## src/rtl/regfile_master_if.sv

```systemverilog
// Request/response handshake bundle between an upstream requester
// and the register-file controller.
interface regfile_master_if #(
    parameter int ADDR_W = 5,
    parameter int DATA_W = 32
);
    logic              req_valid;
    logic              req_ready;
    logic [1:0]        req_op;
    logic [ADDR_W-1:0] req_addr;
    logic [DATA_W-1:0] req_data;
    logic              rsp_valid;
    logic [DATA_W-1:0] rsp_data;
    logic              rsp_ovf;
    logic              busy;

    modport master (
        output req_valid,
        output req_op,
        output req_addr,
        output req_data,
        input  req_ready,
        input  rsp_valid,
        input  rsp_data,
        input  rsp_ovf,
        input  busy
    );

    modport slave (
        input  req_valid,
        input  req_op,
        input  req_addr,
        input  req_data,
        output req_ready,
        output rsp_valid,
        output rsp_data,
        output rsp_ovf,
        output busy
    );
endinterface

```

## src/rtl/regfile_master.sv

```systemverilog
// Initiator-side controller for a single-port register file:
// READ, WRITE, read-add-write and block FILL over a valid/ready handshake.
module regfile_master #(
    parameter int ADDR_W = 5,
    parameter int DATA_W = 32
) (
    input  logic              clk,
    input  logic              reset,
    regfile_master_if.slave   bus,
    output logic [ADDR_W-1:0] rf_addr,
    output logic [DATA_W-1:0] rf_d_in,
    output logic              rf_we_,
    input  logic [DATA_W-1:0] rf_d_out
);

    typedef enum logic [1:0] {
        S_IDLE = 2'd0,
        S_RD   = 2'd1,
        S_WR   = 2'd2,
        S_FILL = 2'd3
    } state_t;

    localparam logic [1:0] OP_READ  = 2'b00;
    localparam logic [1:0] OP_WRITE = 2'b01;
    localparam logic [1:0] OP_ADD   = 2'b10;
    localparam logic [1:0] OP_FILL  = 2'b11;

    state_t            r_state;
    state_t            w_next;

    logic [1:0]        r_op;
    logic [ADDR_W-1:0] r_addr;
    logic [DATA_W-1:0] r_data;
    logic              r_carry;

    logic              r_rsp_valid;
    logic [DATA_W-1:0] r_rsp_data;
    logic              r_rsp_ovf;

    logic              w_accept;
    logic              w_last;
    logic [DATA_W:0]   w_sum;

    assign w_accept = bus.req_valid && (r_state == S_IDLE);
    // FILL stops at the top of the array; the pointer never wraps
    assign w_last   = &r_addr;
    assign w_sum    = {1'b0, rf_d_out} + {1'b0, r_data};

    always_ff @(posedge clk or posedge reset) begin
        if (reset) begin
            r_state <= S_IDLE;
        end else begin
            r_state <= w_next;
        end
    end

    always_comb begin
        w_next = r_state;
        unique case (r_state)
            S_IDLE: begin
                if (w_accept) begin
                    unique case (1'b1)
                        (bus.req_op == OP_READ),
                        (bus.req_op == OP_ADD):   w_next = S_RD;
                        (bus.req_op == OP_WRITE): w_next = S_WR;
                        default:                  w_next = S_FILL;
                    endcase
                end
            end
            S_RD: begin
                w_next = (r_op == OP_ADD) ? S_WR : S_IDLE;
            end
            S_WR: begin
                w_next = S_IDLE;
            end
            S_FILL: begin
                w_next = w_last ? S_IDLE : S_FILL;
            end
            default: begin
                w_next = S_IDLE;
            end
        endcase
    end

    // Array strobes come only from registered state, address and data
    always_comb begin
        bus.req_ready = (r_state == S_IDLE);
        bus.busy      = (r_state != S_IDLE);
        rf_we_        = !((r_state == S_WR) || (r_state == S_FILL));
        rf_addr       = r_addr;
        rf_d_in       = r_data;
        bus.rsp_valid = r_rsp_valid;
        bus.rsp_data  = r_rsp_data;
        bus.rsp_ovf   = r_rsp_ovf;
    end

    always_ff @(posedge clk or posedge reset) begin
        if (reset) begin
            r_op        <= OP_READ;
            r_addr      <= '0;
            r_data      <= '0;
            r_carry     <= 1'b0;
            r_rsp_valid <= 1'b0;
            r_rsp_data  <= '0;
            r_rsp_ovf   <= 1'b0;
        end else begin
            r_rsp_valid <= 1'b0;
            unique case (r_state)
                S_IDLE: begin
                    if (w_accept) begin
                        r_op    <= bus.req_op;
                        r_addr  <= bus.req_addr;
                        r_data  <= bus.req_data;
                        r_carry <= 1'b0;
                    end
                end
                S_RD: begin
                    if (r_op == OP_ADD) begin
                        // r_data now holds the sum that WR will commit
                        {r_carry, r_data} <= w_sum;
                    end else begin
                        r_rsp_valid <= 1'b1;
                        r_rsp_data  <= rf_d_out;
                        r_rsp_ovf   <= 1'b0;
                    end
                end
                S_WR: begin
                    r_rsp_valid <= 1'b1;
                    r_rsp_data  <= r_data;
                    r_rsp_ovf   <= r_carry;
                end
                S_FILL: begin
                    if (w_last) begin
                        r_rsp_valid <= 1'b1;
                        r_rsp_data  <= r_data;
                        r_rsp_ovf   <= 1'b0;
                    end else begin
                        r_addr <= r_addr + 1'b1;
                    end
                end
                default: begin
                end
            endcase
        end
    end

endmodule

```

## src/flat_wrapper.sv

```systemverilog
// flat-port wrapper written by rule: the top's interface ports become plain ports
module regfile_master_flat 
#(
    parameter int ADDR_W = 5,
    parameter int DATA_W = 32
)
  (clk, reset, rf_addr, rf_d_in, rf_we_, rf_d_out, bus_req_valid, bus_req_op, bus_req_addr, bus_req_data, bus_req_ready, bus_rsp_valid, bus_rsp_data, bus_rsp_ovf, bus_busy);
  regfile_master_if #(.ADDR_W(ADDR_W), .DATA_W(DATA_W)) bus_i ();
  input  logic clk;
  input  logic reset;
  output logic [ADDR_W-1:0] rf_addr;
  output logic [DATA_W-1:0] rf_d_in;
  output logic rf_we_;
  input  logic [DATA_W-1:0] rf_d_out;
  input wire logic [$bits(bus_i.req_valid)-1:0] bus_req_valid;
  input wire logic [$bits(bus_i.req_op)-1:0] bus_req_op;
  input wire logic [$bits(bus_i.req_addr)-1:0] bus_req_addr;
  input wire logic [$bits(bus_i.req_data)-1:0] bus_req_data;
  output wire logic [$bits(bus_i.req_ready)-1:0] bus_req_ready;
  output wire logic [$bits(bus_i.rsp_valid)-1:0] bus_rsp_valid;
  output wire logic [$bits(bus_i.rsp_data)-1:0] bus_rsp_data;
  output wire logic [$bits(bus_i.rsp_ovf)-1:0] bus_rsp_ovf;
  output wire logic [$bits(bus_i.busy)-1:0] bus_busy;
  assign bus_i.req_valid = bus_req_valid;
  assign bus_i.req_op = bus_req_op;
  assign bus_i.req_addr = bus_req_addr;
  assign bus_i.req_data = bus_req_data;
  assign bus_req_ready = bus_i.req_ready;
  assign bus_rsp_valid = bus_i.rsp_valid;
  assign bus_rsp_data = bus_i.rsp_data;
  assign bus_rsp_ovf = bus_i.rsp_ovf;
  assign bus_busy = bus_i.busy;
  regfile_master #(.ADDR_W(ADDR_W), .DATA_W(DATA_W)) u_core (.clk(clk), .reset(reset), .bus(bus_i), .rf_addr(rf_addr), .rf_d_in(rf_d_in), .rf_we_(rf_we_), .rf_d_out(rf_d_out));
endmodule
```

## config.mk

```make
export PLATFORM = sky130hd
export DESIGN_NAME = regfile_master_flat
export DESIGN_NICKNAME = d
export VERILOG_FILES = /design/src/rtl/regfile_master_if.sv /design/src/rtl/regfile_master.sv /design/src/flat_wrapper.sv
export SDC_FILE = /design/constraint.sdc
export NUM_CORES = 1
export LEC_CHECK = 0
export BUFFER_PORTS_ARGS = -buffer_cell sky130_fd_sc_hd__buf_2
export CORE_ASPECT_RATIO = 1.75
export CORE_MARGIN = 2
export CORE_UTILIZATION = 35
export DETAILED_ROUTE_END_ITERATION = 10
export MAX_ROUTING_LAYER = met4
export SLEW_MARGIN = 20
export SYNTH_ARGS = -nofsm -noshare
export SYNTH_HDL_FRONTEND = slang
export SYNTH_SLANG_ARGS = --single-unit
```

## constraint.sdc

```tcl
create_clock -name clk -period 2.5 [get_ports clk]
set_input_delay 0.25 -clock clk [delete_from_list [all_inputs] [get_ports clk]]
set_output_delay 0.25 -clock clk [all_outputs]
set_load 0.1 [all_outputs]
```

==> summary.md <==
| Metric | Value |
|---|---|
| Outcome | `finished, final reports clean` |
| First-pass GRT wire length | `26200 um` |
| Worst-path clk slew | `60 ps` |
| Cells after synthesis | `611` |
| Yosys cell types | `61` |
| Initial core utilization | `35.4%` |
| Hold WS | `165 ps` |
| Final net count | `884` |
| Seq/Total Area, Yosys | `36.4%` |
| Fraction of layout cells with a size suffix above 1 | `33.7%` |
| Routed Antenna Nets | `0` |
| Asr flop ratio synth | `100%` |
| Worst reg2reg startpoint | `u_core.rf_d_in[0]` |
| DR top layer | `met4` |
| Cell Area, Synth | `0.00522 mm^2` |
| Via count | `5227` |
| Port bufs | `147` |
| CTS H-Tree Depth | `3` |
| HP Class | `in -> reg` |
| Root Buffer | `clkbuf_16` |
| RSZ-0062 raised after global routing | `yes` |
| Antenna diode count | `0` |
| DPL Wire Length | `13000 um` |
| Die W | `96.3 um` |
| GRT Util Overall | `21.9%` |
| Io pins | `148` |
| Min-delay src | `bus_req_data[7]` |
| Critical-path maximum fanout | `4` |
| CTS max path bufs | `2` |
| Clock skew | `8.60 ps` |
| DR WL/cell | `17.7 um` |
| WP data required | `2690 ps` |
| Pre-Repair DR Iteration Count | `5` |
| Syn-to-layout area delta | `32.9%` |
| Initial antenna violation count | `0` |
| Main flop type after synthesis | `dfrtp_1` |
| Syn avg cell area | `8.54 um^2` |
| Dominant cell type by area after synthesis | `dfrtp_1` |
| Routed length on met1 | `6710 um` |
| Synth top area cells | `dfrtp_1 (36%), ha_1 (8.1%), mux2i_1 (7.5%), o21ai_0 (6.7%), nand2_1 (6.5%)` |
| Slew @ Worst Pin | `628 ps` |
| CTS tree | `done` |
| Crit. End Element | `register` |
| Slew headroom | `57.7%` |
| CTS Sinks | `76` |
| Worst skew pair latency | `340 ps` |
| CP Launch Type | `register` |
| RePlAce Congestion | `0.891` |
| Slew Viols, Final | `0` |
| Period minus WS final | `2450 ps` |
| Die H | `166 um` |
| Met2 wire length | `9290 um` |
| Most common cell after layout, fill and taps aside | `buf_2` |
| DIE AREA | `0.0159 mm^2` |
| Number of DRC markers in iteration 0 | `259` |
| Metal3 WL | `670 um` |
| Post-Route WL | `17100 um` |
| FP Rows | `59` |
| Final setup viols | `0` |
| Crit path arrival time | `2640 ps` |
| Yosys reg bits | `76` |
| Syn nets | `720` |
| Gr ovfl total | `0` |
| Remaining DRCs | `0` |
| Largest net degree at the start of global routing | `67` |
| EDFF count, synth | `0` |
| Max-cap violations | `0` |
| Fmax | `0.409 GHz` |
| Via/cell ratio | `5.43` |
| Worst setup path startpoint | `u_core.rf_d_in[0]` |
| Clock buffers created by TritonCTS | `9` |
| Most frequent cells in the layout | `buf_2 (147), nand2_1 (89), o21ai_0 (67), a21oi_1 (51), dfrtp_1 (51)` |
| Endpoints failing hold | `0` |
| Core Footprint | `0.0148 mm^2` |
| Vias in the first global route | `5195` |
| Synth top area share | `36.4%` |
| Critical path type | `reg -> reg` |
| Synth Warn # | `0` |
| Crit share post-route | `97.9%` |
path summary, 6_finish.rpt:
kind | end | slack, ps | cells past startpoint
min | u_core.rf_d_in[7] | 160 | 3
max in group asynchronous | u_core.rf_d_in[22] | 1330 | 4
min in group asynchronous | u_core.bus.rsp_valid | 490 | 3
min reg2reg | u_core.bus.rsp_data[3] | 470 | 2
max | u_core.rf_d_in[26] | 50 | 9
max reg2reg | u_core.rf_d_in[26] | 50 | 9
what timing repair did:
item | 4_1_cts | 5_1_grt
setup endpoints to repair | 1 | 18
hold endpoints to repair | 28 | 0
buffers inserted | 0 | 1
resized for setup | 0 | 23
hold buffers | 1 | 0
pin swaps | 0 | 12
cloned | 0 | 0
layer usage:
metal / track usage [%] / vias up
li1: - / 2544
met1: 24.1 / 2501
met2: 39.8 / 149
met3: 3.18 / 33
met4: 7.11 / 0
met5: - / -
layout make-up:
type                    instances  area, um^2
clock buffers                  13         260
clock inverters                 3        46.3
fillers                      1439        7830
inverters                      10        38.8
multi-input cells             494        3390
flip-flops and latches         76        1930
well taps                     183         229
repair buffers                184        1040
metrics by stage:
stage	util [%]	cells	instance area [um^2]	setup TNS, ps	setup slack [ps]
after floorplan	-	611	5330	-778	-214
after global placement	43.8	945	6470	0	49.0
after detailed placement	43.8	945	6470	0	11.3
after CTS	45.9	962	6780	-2.78	-2.78
after global routing	47.0	963	6940	-178	-63.5
final	47.0	963	6940	0	53.3
worst max-delay path: stages (launching register included):
cell and delay [ps]:
dfrtp_2 420, ha_4 160, fa_2 340, a211oi_2 260, o21ai_2 90, o21ba_4 220, o31a_4 320, o41ai_4 220
xor2_1 170, o22ai_1 100
sequential cells by signal, indices dropped and copies added (netlist names):
| name | cells |
|---|---|
| u_core.bus.rsp_data | 32 |
| u_core.bus.rsp_ovf | 1 |
| u_core.r_op | 2 |
| u_core.r_carry | 1 |
| u_core.rf_d_in | 32 |
| u_core.bus.rsp_valid | 1 |
| u_core.r_state | 2 |
| u_core.rf_addr | 5 |
cell usage after synthesis (all sizes together), types with 5 or more instances:
cell type	instances
dfrtp	76
a21o	11
ha	34
mux2i	39
buf	5
and3	15
xor2	10
nand2	91
o21ai	77
nor3	13
nand3	14
a211oi	5
inv	10
nor2	40
clkbuf	26
a21oi	58
xnor2	11
a31oi	9
cell families after synthesis:
group / synth area share [%]
mux: 7.69
flops: 36.4
buf+inv: 3.02
fa+ha+maj: 8.53
xor+xnor: 3.52
simple gates: 17.5
compound gates: 23.3
Power is left out: the tool's default activity adds up to more than one toggle a clock period on the data nets, which glitch-free logic cannot reach.
